### src/rtl/mem_arbiter_if.sv
// Bus bundle between the IF/MEM requesters, the byte-wide RAM and mem_arbiter.
// Handshake: a requester raises req with its fields valid and holds req until its one-cycle
// done pulse; fields are latched when the arbiter accepts, so later changes are ignored.
interface mem_arbiter_if #(
  parameter int ADDR_W = 17
);
  logic              if_req;
  logic [31:0]       if_addr;
  logic              if_done;
  logic [31:0]       if_inst;
  logic              mem_req;
  logic              mem_we;
  logic [31:0]       mem_addr;
  logic [1:0]        mem_size;
  logic [31:0]       mem_wdata;
  logic              mem_done;
  logic [31:0]       mem_rdata;
  logic [ADDR_W-1:0] ram_a;
  logic [7:0]        ram_dout;
  logic              ram_wr;
  logic [7:0]        ram_din;
  logic              stallreq_stop;
  logic              stallreq_start;

  modport slave (
    input  if_req, if_addr, mem_req, mem_we, mem_addr, mem_size, mem_wdata, ram_din,
    output if_done, if_inst, mem_done, mem_rdata, ram_a, ram_dout, ram_wr,
           stallreq_stop, stallreq_start
  );

  modport master (
    output if_req, if_addr, mem_req, mem_we, mem_addr, mem_size, mem_wdata, ram_din,
    input  if_done, if_inst, mem_done, mem_rdata, ram_a, ram_dout, ram_wr,
           stallreq_stop, stallreq_start
  );
endinterface

### src/rtl/mem_arbiter.sv
// Single-port byte-RAM arbiter: serialises IF word fetches and MEM 1/2/4-byte accesses, little-endian.
// Optional single-entry fetch buffer enabled by defining MEM_ARBITER_IFETCH_BUF_EN.
module mem_arbiter #(
  parameter int ADDR_W = 17
) (
  input  logic         clk,
  input  logic         rst,
  mem_arbiter_if.slave bus,
  output logic [1:0]   o_dbg_state
);
  localparam logic [1:0] ST_IDLE   = 2'd0;
  localparam logic [1:0] ST_ACCESS = 2'd1;
  localparam logic [1:0] ST_DRAIN  = 2'd2;
  localparam logic [1:0] ST_DONE   = 2'd3;

  logic [1:0]        r_state, r_k, r_last;
  logic              r_is_mem, r_we;
  logic [ADDR_W-1:0] r_addr, r_ram_a;
  logic [31:0]       r_wdata, r_rbuf, r_if_inst, r_mem_rdata;
  logic [7:0]        r_ram_dout;
  logic              r_ram_wr, r_if_done, r_mem_done, r_stop, r_start;

  logic [ADDR_W-1:0] w_mem_addr, w_if_addr, w_next_a;
  logic [1:0]        w_mem_last, w_k_next, w_cap_idx;
  logic [7:0]        w_wbyte;
  logic [31:0]       w_rbuf_next, w_buf_word;
  logic              w_buf_hit, w_unused_hi;

  assign w_mem_addr  = bus.mem_addr[ADDR_W-1:0];
  assign w_if_addr   = bus.if_addr[ADDR_W-1:0];
  assign w_unused_hi = ^{bus.mem_addr[31:ADDR_W], bus.if_addr[31:ADDR_W]};
  assign w_mem_last  = (bus.mem_size == 2'b00) ? 2'd0 : (bus.mem_size == 2'b01) ? 2'd1 : 2'd3;
  assign w_k_next    = r_k + 2'd1;
  assign w_next_a    = r_addr + ADDR_W'(w_k_next);
  assign w_wbyte     = 8'(r_wdata >> {w_k_next, 3'b000});
  // The byte on ram_din belongs to the address driven one cycle earlier.
  assign w_cap_idx   = (r_state == ST_DRAIN) ? r_last : r_k - 2'd1;
  assign w_rbuf_next = r_rbuf | ({24'd0, bus.ram_din} << {w_cap_idx, 3'b000});

`ifdef MEM_ARBITER_IFETCH_BUF_EN
  logic              r_buf_valid;
  logic [ADDR_W-1:0] r_buf_addr, w_gap;
  logic [31:0]       r_buf_word;
  logic              w_store_hit;

  assign w_buf_hit  = r_buf_valid && (r_buf_addr == w_if_addr);
  assign w_buf_word = r_buf_word;

  // A stored byte hits the buffered word when it lies 0..3 above the buffer base, modulo the RAM size.
  always_comb begin
    w_store_hit = 1'b0;
    w_gap       = '0;
    for (int i = 0; i < 4; i++) begin
      w_gap = w_mem_addr + ADDR_W'(i) - r_buf_addr;
      if ((2'(i) <= w_mem_last) && (w_gap < ADDR_W'(4))) w_store_hit = 1'b1;
    end
  end

  always_ff @(posedge clk or negedge rst) begin
    if (!rst) begin
      r_buf_valid <= 1'b0;
      r_buf_addr  <= '0;
      r_buf_word  <= '0;
    end else if (r_state == ST_IDLE && bus.mem_req && bus.mem_we && w_store_hit) begin
      r_buf_valid <= 1'b0;
    end else if (r_state == ST_DRAIN && !r_is_mem) begin
      r_buf_valid <= 1'b1;
      r_buf_addr  <= r_addr;
      r_buf_word  <= w_rbuf_next;
    end
  end
`else
  assign w_buf_hit  = 1'b0;
  assign w_buf_word = '0;
`endif

  always_ff @(posedge clk or negedge rst) begin
    if (!rst) begin
      r_state     <= ST_IDLE;
      r_k         <= '0;
      r_last      <= '0;
      r_is_mem    <= 1'b0;
      r_we        <= 1'b0;
      r_addr      <= '0;
      r_wdata     <= '0;
      r_rbuf      <= '0;
      r_ram_a     <= '0;
      r_ram_dout  <= '0;
      r_ram_wr    <= 1'b0;
      r_if_done   <= 1'b0;
      r_mem_done  <= 1'b0;
      r_if_inst   <= '0;
      r_mem_rdata <= '0;
      r_stop      <= 1'b0;
      r_start     <= 1'b0;
    end else begin
      r_if_done  <= 1'b0;
      r_mem_done <= 1'b0;
      r_stop     <= 1'b0;
      r_start    <= 1'b0;
      case (r_state)
        ST_IDLE: begin
          if (bus.mem_req) begin
            r_state    <= ST_ACCESS;
            r_is_mem   <= 1'b1;
            r_we       <= bus.mem_we;
            r_addr     <= w_mem_addr;
            r_last     <= w_mem_last;
            r_wdata    <= bus.mem_wdata;
            r_k        <= 2'd0;
            r_rbuf     <= '0;
            r_ram_a    <= w_mem_addr;
            r_ram_wr   <= bus.mem_we;
            r_ram_dout <= bus.mem_wdata[7:0];
            r_stop     <= 1'b1;
          end else if (bus.if_req) begin
            r_stop <= 1'b1;
            if (w_buf_hit) begin
              r_state   <= ST_DONE;
              r_if_done <= 1'b1;
              r_if_inst <= w_buf_word;
              r_start   <= 1'b1;
            end else begin
              r_state  <= ST_ACCESS;
              r_is_mem <= 1'b0;
              r_we     <= 1'b0;
              r_addr   <= w_if_addr;
              r_last   <= 2'd3;
              r_k      <= 2'd0;
              r_rbuf   <= '0;
              r_ram_a  <= w_if_addr;
              r_ram_wr <= 1'b0;
            end
          end
        end
        ST_ACCESS: begin
          if (!r_we && r_k != 2'd0) r_rbuf <= w_rbuf_next;
          if (r_k != r_last) begin
            r_k        <= w_k_next;
            r_ram_a    <= w_next_a;
            r_ram_dout <= w_wbyte;
          end else if (r_we) begin
            r_state    <= ST_DONE;
            r_ram_wr   <= 1'b0;
            r_mem_done <= 1'b1;
            r_start    <= 1'b1;
          end else begin
            r_state <= ST_DRAIN;
          end
        end
        ST_DRAIN: begin
          r_state <= ST_DONE;
          r_start <= 1'b1;
          if (r_is_mem) begin
            r_mem_done  <= 1'b1;
            r_mem_rdata <= w_rbuf_next;
          end else begin
            r_if_done <= 1'b1;
            r_if_inst <= w_rbuf_next;
          end
        end
        default: r_state <= ST_IDLE;
      endcase
    end
  end

  assign bus.if_done        = r_if_done;
  assign bus.if_inst        = r_if_inst;
  assign bus.mem_done       = r_mem_done;
  assign bus.mem_rdata      = r_mem_rdata;
  assign bus.ram_a          = r_ram_a;
  assign bus.ram_dout       = r_ram_dout;
  assign bus.ram_wr         = r_ram_wr;
  assign bus.stallreq_stop  = r_stop;
  assign bus.stallreq_start = r_start;
  assign o_dbg_state        = r_state;
endmodule

### src/flat_wrapper.sv
// flat-port wrapper written by rule: the top's interface ports become plain ports
module mem_arbiter_flat 
#(
  parameter int ADDR_W = 17
)
  (clk, rst, o_dbg_state, bus_if_req, bus_if_addr, bus_mem_req, bus_mem_we, bus_mem_addr, bus_mem_size, bus_mem_wdata, bus_ram_din, bus_if_done, bus_if_inst, bus_mem_done, bus_mem_rdata, bus_ram_a, bus_ram_dout, bus_ram_wr, bus_stallreq_stop, bus_stallreq_start);
  mem_arbiter_if #(.ADDR_W(ADDR_W)) bus_i ();
  input  logic clk;
  input  logic rst;
  output logic [1:0] o_dbg_state;
  input wire logic [$bits(bus_i.if_req)-1:0] bus_if_req;
  input wire logic [$bits(bus_i.if_addr)-1:0] bus_if_addr;
  input wire logic [$bits(bus_i.mem_req)-1:0] bus_mem_req;
  input wire logic [$bits(bus_i.mem_we)-1:0] bus_mem_we;
  input wire logic [$bits(bus_i.mem_addr)-1:0] bus_mem_addr;
  input wire logic [$bits(bus_i.mem_size)-1:0] bus_mem_size;
  input wire logic [$bits(bus_i.mem_wdata)-1:0] bus_mem_wdata;
  input wire logic [$bits(bus_i.ram_din)-1:0] bus_ram_din;
  output wire logic [$bits(bus_i.if_done)-1:0] bus_if_done;
  output wire logic [$bits(bus_i.if_inst)-1:0] bus_if_inst;
  output wire logic [$bits(bus_i.mem_done)-1:0] bus_mem_done;
  output wire logic [$bits(bus_i.mem_rdata)-1:0] bus_mem_rdata;
  output wire logic [$bits(bus_i.ram_a)-1:0] bus_ram_a;
  output wire logic [$bits(bus_i.ram_dout)-1:0] bus_ram_dout;
  output wire logic [$bits(bus_i.ram_wr)-1:0] bus_ram_wr;
  output wire logic [$bits(bus_i.stallreq_stop)-1:0] bus_stallreq_stop;
  output wire logic [$bits(bus_i.stallreq_start)-1:0] bus_stallreq_start;
  assign bus_i.if_req = bus_if_req;
  assign bus_i.if_addr = bus_if_addr;
  assign bus_i.mem_req = bus_mem_req;
  assign bus_i.mem_we = bus_mem_we;
  assign bus_i.mem_addr = bus_mem_addr;
  assign bus_i.mem_size = bus_mem_size;
  assign bus_i.mem_wdata = bus_mem_wdata;
  assign bus_i.ram_din = bus_ram_din;
  assign bus_if_done = bus_i.if_done;
  assign bus_if_inst = bus_i.if_inst;
  assign bus_mem_done = bus_i.mem_done;
  assign bus_mem_rdata = bus_i.mem_rdata;
  assign bus_ram_a = bus_i.ram_a;
  assign bus_ram_dout = bus_i.ram_dout;
  assign bus_ram_wr = bus_i.ram_wr;
  assign bus_stallreq_stop = bus_i.stallreq_stop;
  assign bus_stallreq_start = bus_i.stallreq_start;
  mem_arbiter #(.ADDR_W(ADDR_W)) u_core (.clk(clk), .rst(rst), .bus(bus_i), .o_dbg_state(o_dbg_state));
endmodule
### config.mk
export PLATFORM = sky130hd
export DESIGN_NAME = mem_arbiter_flat
export DESIGN_NICKNAME = d
export VERILOG_FILES = /design/src/rtl/mem_arbiter_if.sv /design/src/rtl/mem_arbiter.sv /design/src/flat_wrapper.sv
export SDC_FILE = /design/constraint.sdc
export NUM_CORES = 1
export LEC_CHECK = 0
export CORE_ASPECT_RATIO = 0.7
export CORE_UTILIZATION = 49
export DETAILED_ROUTE_END_ITERATION = 10
export PLACE_DENSITY = 0.8
export SLEW_MARGIN = 0
export SYNTH_ARGS = -nofsm -noshare
export SYNTH_HDL_FRONTEND = slang
export SYNTH_SLANG_ARGS = --single-unit
### constraint.sdc
create_clock -name clk -period 3 [get_ports clk]
set_input_delay 0.6 -clock clk [delete_from_list [all_inputs] [get_ports clk]]
set_output_delay 0.6 -clock clk [all_outputs]
set_load 0.05 [all_outputs]
==> impl_metrics.toml, run 1 <==
[synth]
ys_seq_area_share_pct = 57.1
synthCells = 744
synthDistinctLibCells = 49
synth_fp_nets = 863
yosysWarnings = 0
ys_ff_latch = 183
synth_edf_count = 0
async_reset_ff_share_pct = 100
synth_area_um2 = 8020
synth_ff_type = "dfrtp_1"
syn_avg_cell_area_um2 = 10.8

[worst_setup_path]
cp_max_fo = 24
reg2reg_slack_ps = 400
rr_worst_depth = 7
crit_path_max_incr_delay_ps = 850
cp.arrival_ps = 2930
endpoint_kind = "flip-flop"
crit_chain = "inv_1 -> ha_1 -> and2b_1 -> o21ai_2 -> buf_4 -> nand2_1 -> o211ai_1"
critical_path_class = "flip-flop to flip-flop"
slowest_stage = "o21ai_2"
critPathLaunchType = "flip-flop"
crit_required_ps = 3320

[detailed_routing]
drt-initial-drc-count = 417
ant_nets = 0
drt_wl_total_um = 18900
drt-wirelength-per-cell_um = 16.6
avgViaCountPerCell = 5.31
vias = 6020
firstDrtPassIters = 5
route.detailed.drc = 0

[floorplan]
dieArea_um2 = 16900
die_height_um = 109
initial_core_util_pct = 51.0
die_x_um = 155
boundaryPins = 207
fp.coreArea_um2 = 15700
rows = 38

[run_status]
status = "finished, final reports clean"

[placement]
place.gp.congestion = 0.810
hpwl_um = 13500
port-buffer-count = 176

[layout]
diodes = 0
syn2layout_area_growth_pct = 31.3
drive_gt1_share_pct = 12.1
nNetsFinal = 1021
fillers = 1256
seqCellArea_um2 = 4580
multiInputGateArea_um2 = 3130

[worst_hold_path]
hold_path_class = "input port to async pin"

[job]
maxCapViolCount = 0

[sta]
final_hold_viol_count = 0
min_period_ps = 2600
slew_headroom_pct = 29.1
worst_pin_slew_ps = 1060
skew_ps = 9.29
hold_slack_ps = 207
rsz0062_at_grt = "false"
finalCritPeriodShare_pct = 86.8
slew_violations = 0
finalSetupViolCount = 0
fmax_ghz = 0.384
finalSetupTns_ps = 0

[clocking]
h-tree-depth = 4
cts.repair.resized = 0
cts_sinks = 183
cts_root_buf = "clkbuf_16"
numCtsBuffers = 17
clock_path_buffers = 2
cts.clk_slew.worst_paths_ps = 70
cts_tree = "built"
post_cts_buffers = 0
cts.hold.buffers_added = 0
insertion_delay_ps = 410

[grt]
antenna_found_initial = 0
grt_use_total_pct = 23.5
overflow = 0
grt_pass1_vias = 5813
grt_pass1_wl_um = 30400
grt_max_degree = 86

[pwr]
leakage_nw = 4.55
p_per_area_nw_per_um2 = 1290
finalPower_mw = 13.6
peakVddDrop_uv = 799
==> metrics by stage <==
stage               setup WS (ps)  utilization (%)  std cells  instance area (um^2)
CTS                           384             67.0       1134                 10500
finish                        395             67.0       1134                 10500
detailed placement            422             63.2       1103                  9940
global placement              514             63.2       1103                  9940
global route                  150             67.0       1134                 10500
floorplan                     738                -        744                  8020
==> report_power, final <==
group / switching (mW) / internal, mW
Clock: 0.998 / 1.28
Sequential: 0.707 / 3.58
Combinational: 4.49 / 2.58
==> routing by layer <==
metal / vias up / wire length [um] / part of all wire, % / track usage, %
met5: - / 0 / 0 / 0
met4: 0 / 108 / 0.57 / 5.16
met3: 10 / 1450 / 7.7 / 6.68
met2: 181 / 8310 / 44 / 35.5
met1: 2933 / 8990 / 48 / 33.6
li1: 2896 / - / - / -
==> synthesized netlist by cell type (3+ instances only) <==
master    number  share of area, %
a21o_1         3              0.28
a21oi_1      114               7.1
a32o_1         5              0.62
buf_2         19               1.2
buf_4          6              0.56
buf_6          3              0.42
clkbuf_1      19              0.89
clkbuf_2       6              0.37
dfrtp_1      183                57
ha_1           7               1.1
inv_1         10              0.47
mux2_2        39               5.5
mux2i_1       28               3.5
mux4_2         8               2.2
nand2_1       79               3.7
nand3_1        6              0.37
nand4_1        4              0.31
nor2_1        83               3.9
nor2b_1        4              0.31
nor3_1         5              0.31
nor4_1         3              0.23
o211ai_1       4              0.37
o21ai_0       58               3.6
o21ai_1        6              0.37
xnor2_1        4              0.44
xor2_1         9              0.98
==> worst paths after layout <==
check / from / end
setup reg to reg: u_core.o_dbg_state[0]$_DFFE_PN0P_ / u_core.bus.ram_a[13]$_DFFE_PN0P_
min in group clk: u_core.bus.if_inst[19]$_DFFE_PN0P_ / u_core.bus.if_inst[19]$_DFFE_PN0P_
setup / recovery: u_core.o_dbg_state[0]$_DFFE_PN0P_ / u_core.bus.ram_a[13]$_DFFE_PN0P_
hold reg to reg: u_core.bus.if_inst[19]$_DFFE_PN0P_ / u_core.bus.if_inst[19]$_DFFE_PN0P_
max in group asynchronous: rst / u_core.bus.ram_dout[2]$_DFFE_PN0P_
hold / removal: rst / u_core.bus.ram_dout[5]$_DFFE_PN0P_
==> critical path, delay by kind of cell, from the launching register on <==
| kind | cells | cell delay, ps |
|---|---|---|
| AO/OA/AOI/OAI | 2 | 940 |
| buffers and inverters | 2 | 390 |
| AND/OR/NAND/NOR | 2 | 400 |
| flip-flops | 1 | 440 |
| adder cells (fa/ha/maj) | 1 | 360 |
==> cell usage in the layout (no fill, tap or decap), types with 2 or more instances in the layout <==
cell             Yosys  final
inv_8                0      3
o21ai_2              1      2
a21o_1               3      3
nor3_1               5      5
a21oi_1            114    114
buf_4                6     17
nand3_1              6      6
nor4_1               3      3
dfrtp_1            183    183
inv_1               10     10
o21ai_1              6      5
o21ai_0             58     58
mux2_2              39     39
nor2b_1              4      4
o32ai_4              2      2
o211ai_1             4      4
nor2_1              83     82
bufinv_16            0      2
ha_1                 7      7
o21a_1               2      2
a32o_1               5      5
mux4_2               8      8
clkbuf_16            0     17
nand2_1             79     79
clkdlybuf4s50_1      0    175
inv_6                0      4
xnor2_1              4      4
nand4_1              4      4
mux2i_1             28     28
or3_1                2      2
xor2_1               9      9
clkinv_4             0      2
clkbuf_8             0      2
==> flip-flops by register name (all words and copies together), names as in the netlist <==
signal / count
u_core.bus.if_done: 1
u_core.bus.if_inst: 32
u_core.bus.mem_done: 1
u_core.bus.mem_rdata: 32
u_core.bus.ram_a: 17
u_core.bus.ram_dout: 8
u_core.bus.ram_wr: 1
u_core.bus.stallreq_start: 1
u_core.bus.stallreq_stop: 1
u_core.o_dbg_state: 2
u_core.r_addr: 17
u_core.r_is_mem: 1
u_core.r_k: 2
u_core.r_last: 2
u_core.r_rbuf: 32
u_core.r_wdata: 32
u_core.r_we: 1
==> area by class of cell <==
cell class / count / area share, %
clock buffers: 18 / 4.17
multi-input cells: 495 / 29.7
inverters: 11 / 0.392
flip-flops and latches: 183 / 43.5
repair buffers: 194 / 18.2
well taps: 220 / 2.61
clock inverters: 13 / 1.51
==> kinds of logic (layout without fill, tap and decap cells) <==
family,after synthesis,in the layout,synth area share (%)
AOI/OAI and AO/OA,203,203,14.6
and+or+nand+nor,195,195,10.2
DFF,183,183,57.1
muxes,75,75,11.2
buffers and inverters,66,236,4.04
xor gates and xnor gates,14,14,1.62
adders and majority gates,8,8,1.34
No activity file was read; power rests on OpenSTA's default activity.
==> run 2: changes to the inputs <==
ABC_CLOCK_PERIOD_IN_PS = 3000   (was default)
CORE_UTILIZATION = 63   (was 49)
DONT_BUFFER_PORTS = 1   (was default)
GPL_ROUTABILITY_DRIVEN = 0   (was default)
PLACE_DENSITY = 0.79   (was 0.8)
==> run 2 against run 1 <==
Compared with the run above:
- the flow now finishes with violations (negative hold slack)
- register-to-register slack got worse by 100 ps
- sequential share of layout area rose by 9.5 points
- final area fell by 18%
- final cell count fell by 21%
- critical path type unchanged
- critical endpoint is now u_core.r_rbuf[31]$_DFFE_PN0P_
==> impl_metrics.toml, run 2 (synthesis gave the netlist of run 1 again) <==
[detailed_routing]
drt-wirelength-per-cell_um = 20.0
drt_wl_total_um = 17800
route.detailed.drc = 0
firstDrtPassIters = 5
avgViaCountPerCell = 6.13
vias = 5473
ant_nets = 0
drt-initial-drc-count = 340

[layout]
final_cell_mix = "dfrtp_1, a21oi_1, nor2_1"
layout_commonest_cell = "dfrtp_1"
drive_gt1_share_pct = 14.0
instances_no_fill = 893
syn2layout_area_growth_pct = 7.69
nNetsFinal = 837
diodes = 0

[worst_setup_path]
crit_required_ps = 3250
cp_max_fo = 32
critical_path_class = "flip-flop to flip-flop"
critPathLaunchType = "flip-flop"
endpoint_kind = "flip-flop"
cp.arrival_ps = 2950

[sta]
skew_ps = 9.09
hold_slack_ps = -134
finalSetupTns_ps = 0
worst_pin_slew_ps = 1220
finalCritPeriodShare_pct = 90.2
slew_violations = 0
min_period_ps = 2700
finalSetupViolCount = 0
rsz0062_at_grt = "false"
slew_headroom_pct = 18.4
fmax_ghz = 0.370
final_hold_viol_count = 183

[grt]
grt_max_degree = 184
overflow = 0
grt_use_total_pct = 28.4
antenna_found_initial = 0
grt_pass1_vias = 5418
grt_pass1_wl_um = 27900

[placement]
hpwl_um = 12100
dp_cells = 861
port-buffer-count = 0

[pwr]
finalPower_mw = 12.4
leakage_nw = 3.83
peakVddDrop_uv = 765
p_per_area_nw_per_um2 = 1440

[floorplan]
fp.coreArea_um2 = 12400
die_x_um = 137
rows = 34
initial_core_util_pct = 64.6
die_height_um = 96.4
dieArea_um2 = 13200
boundaryPins = 207

[clocking]
numCtsBuffers = 17
h-tree-depth = 4
insertion_delay_ps = 420
cts_root_buf = "clkbuf_16"
cts_tree = "built"
post_cts_buffers = 0
clock_path_buffers = 2
cts.clk_slew.worst_paths_ps = 70
cts_sinks = 183
cts.repair.resized = 0

[run_status]
violations = "negative hold slack"
status = "finished, violations left"

[worst_hold_path]
hold_path_class = "input port to async pin"

[job]
maxCapViolCount = 0
## run 2: cell count changes in the layout (fill, tap and decap cells not counted)
cell             change
clkdlybuf4s50_1    -175
buf_4                -8
inv_6                -3
inv_8                +3
bufinv_16            -1
clkbuf_1             +1
clkbuf_8             -1
clkinv_2             -1
clkinv_4             +1
clkinv_8             +1
## run 2: metrics by stage
| stage | worst slack, ps | hold slack (ps) | util [%] | area [um^2] |
|---|---|---|---|---|
| 2_1_floorplan | 738 | 304 | - | 8020 |
| 3_3_place_gp | 425 | 309 | 64.7 | 8040 |
| 3_5_place_dp | 299 | 308 | 64.7 | 8040 |
| 4_1_cts | 307 | -151 | 69.6 | 8640 |
| 5_1_grt | 41.5 | -161 | 69.6 | 8640 |
| 6_report | 295 | -134 | 69.6 | 8640 |
## run 2: cell type report
type / count / area [um^2]
flip-flops and latches: 183 / 4580
fillers: 918 / 3780
multi-input cells: 495 / 3130
clock buffers: 19 / 443
well taps: 162 / 203
clock inverters: 13 / 156
repair buffers: 10 / 87.6
inverters: 11 / 41.3
## run 2: final timing paths
path	depth (start not counted)	from	endpoint	slack (ps)
max	6	u_core.o_dbg_state[0]$_DFFE_PN0P_	u_core.r_rbuf[31]$_DFFE_PN0P_	300
max reg2reg	6	u_core.o_dbg_state[0]$_DFFE_PN0P_	u_core.r_rbuf[31]$_DFFE_PN0P_	300
min	0	rst	u_core.bus.ram_a[8]$_DFFE_PN0P_	-130
min in group clk	1	bus_mem_size[1]	u_core.r_last[1]$_DFFE_PN0P_	320
min reg2reg	2	u_core.r_addr[0]$_DFFE_PN0P_	u_core.r_addr[0]$_DFFE_PN0P_	490
max in group asynchronous	0	rst	u_core.r_rbuf[14]$_DFFE_PN0P_	2930
## run 2: power breakdown
group,total (mW),switching [mW],internal [mW]
sequential,6.25,2.71,3.54
clock,2.27,1.06,1.22
combinational,3.89,2.29,1.61
## run 2: metal layers
metal,wire length (um),GRT usage (%),vias to the layer above,share of wire [%]
met1,7790,38.2,2727,44
met5,0,0,-,0
li1,-,-,2510,-
met3,1770,9.75,18,9.9
met4,181,9.89,0,1.0
met2,8100,43.4,218,45
## run 2: critical path: stages, from the launching register on
cell	delay [ps]
dfrtp_1	440
inv_1	110
ha_1	290
or3b_1	370
o211ai_2	230
nor2_2	970
nor2_1	130
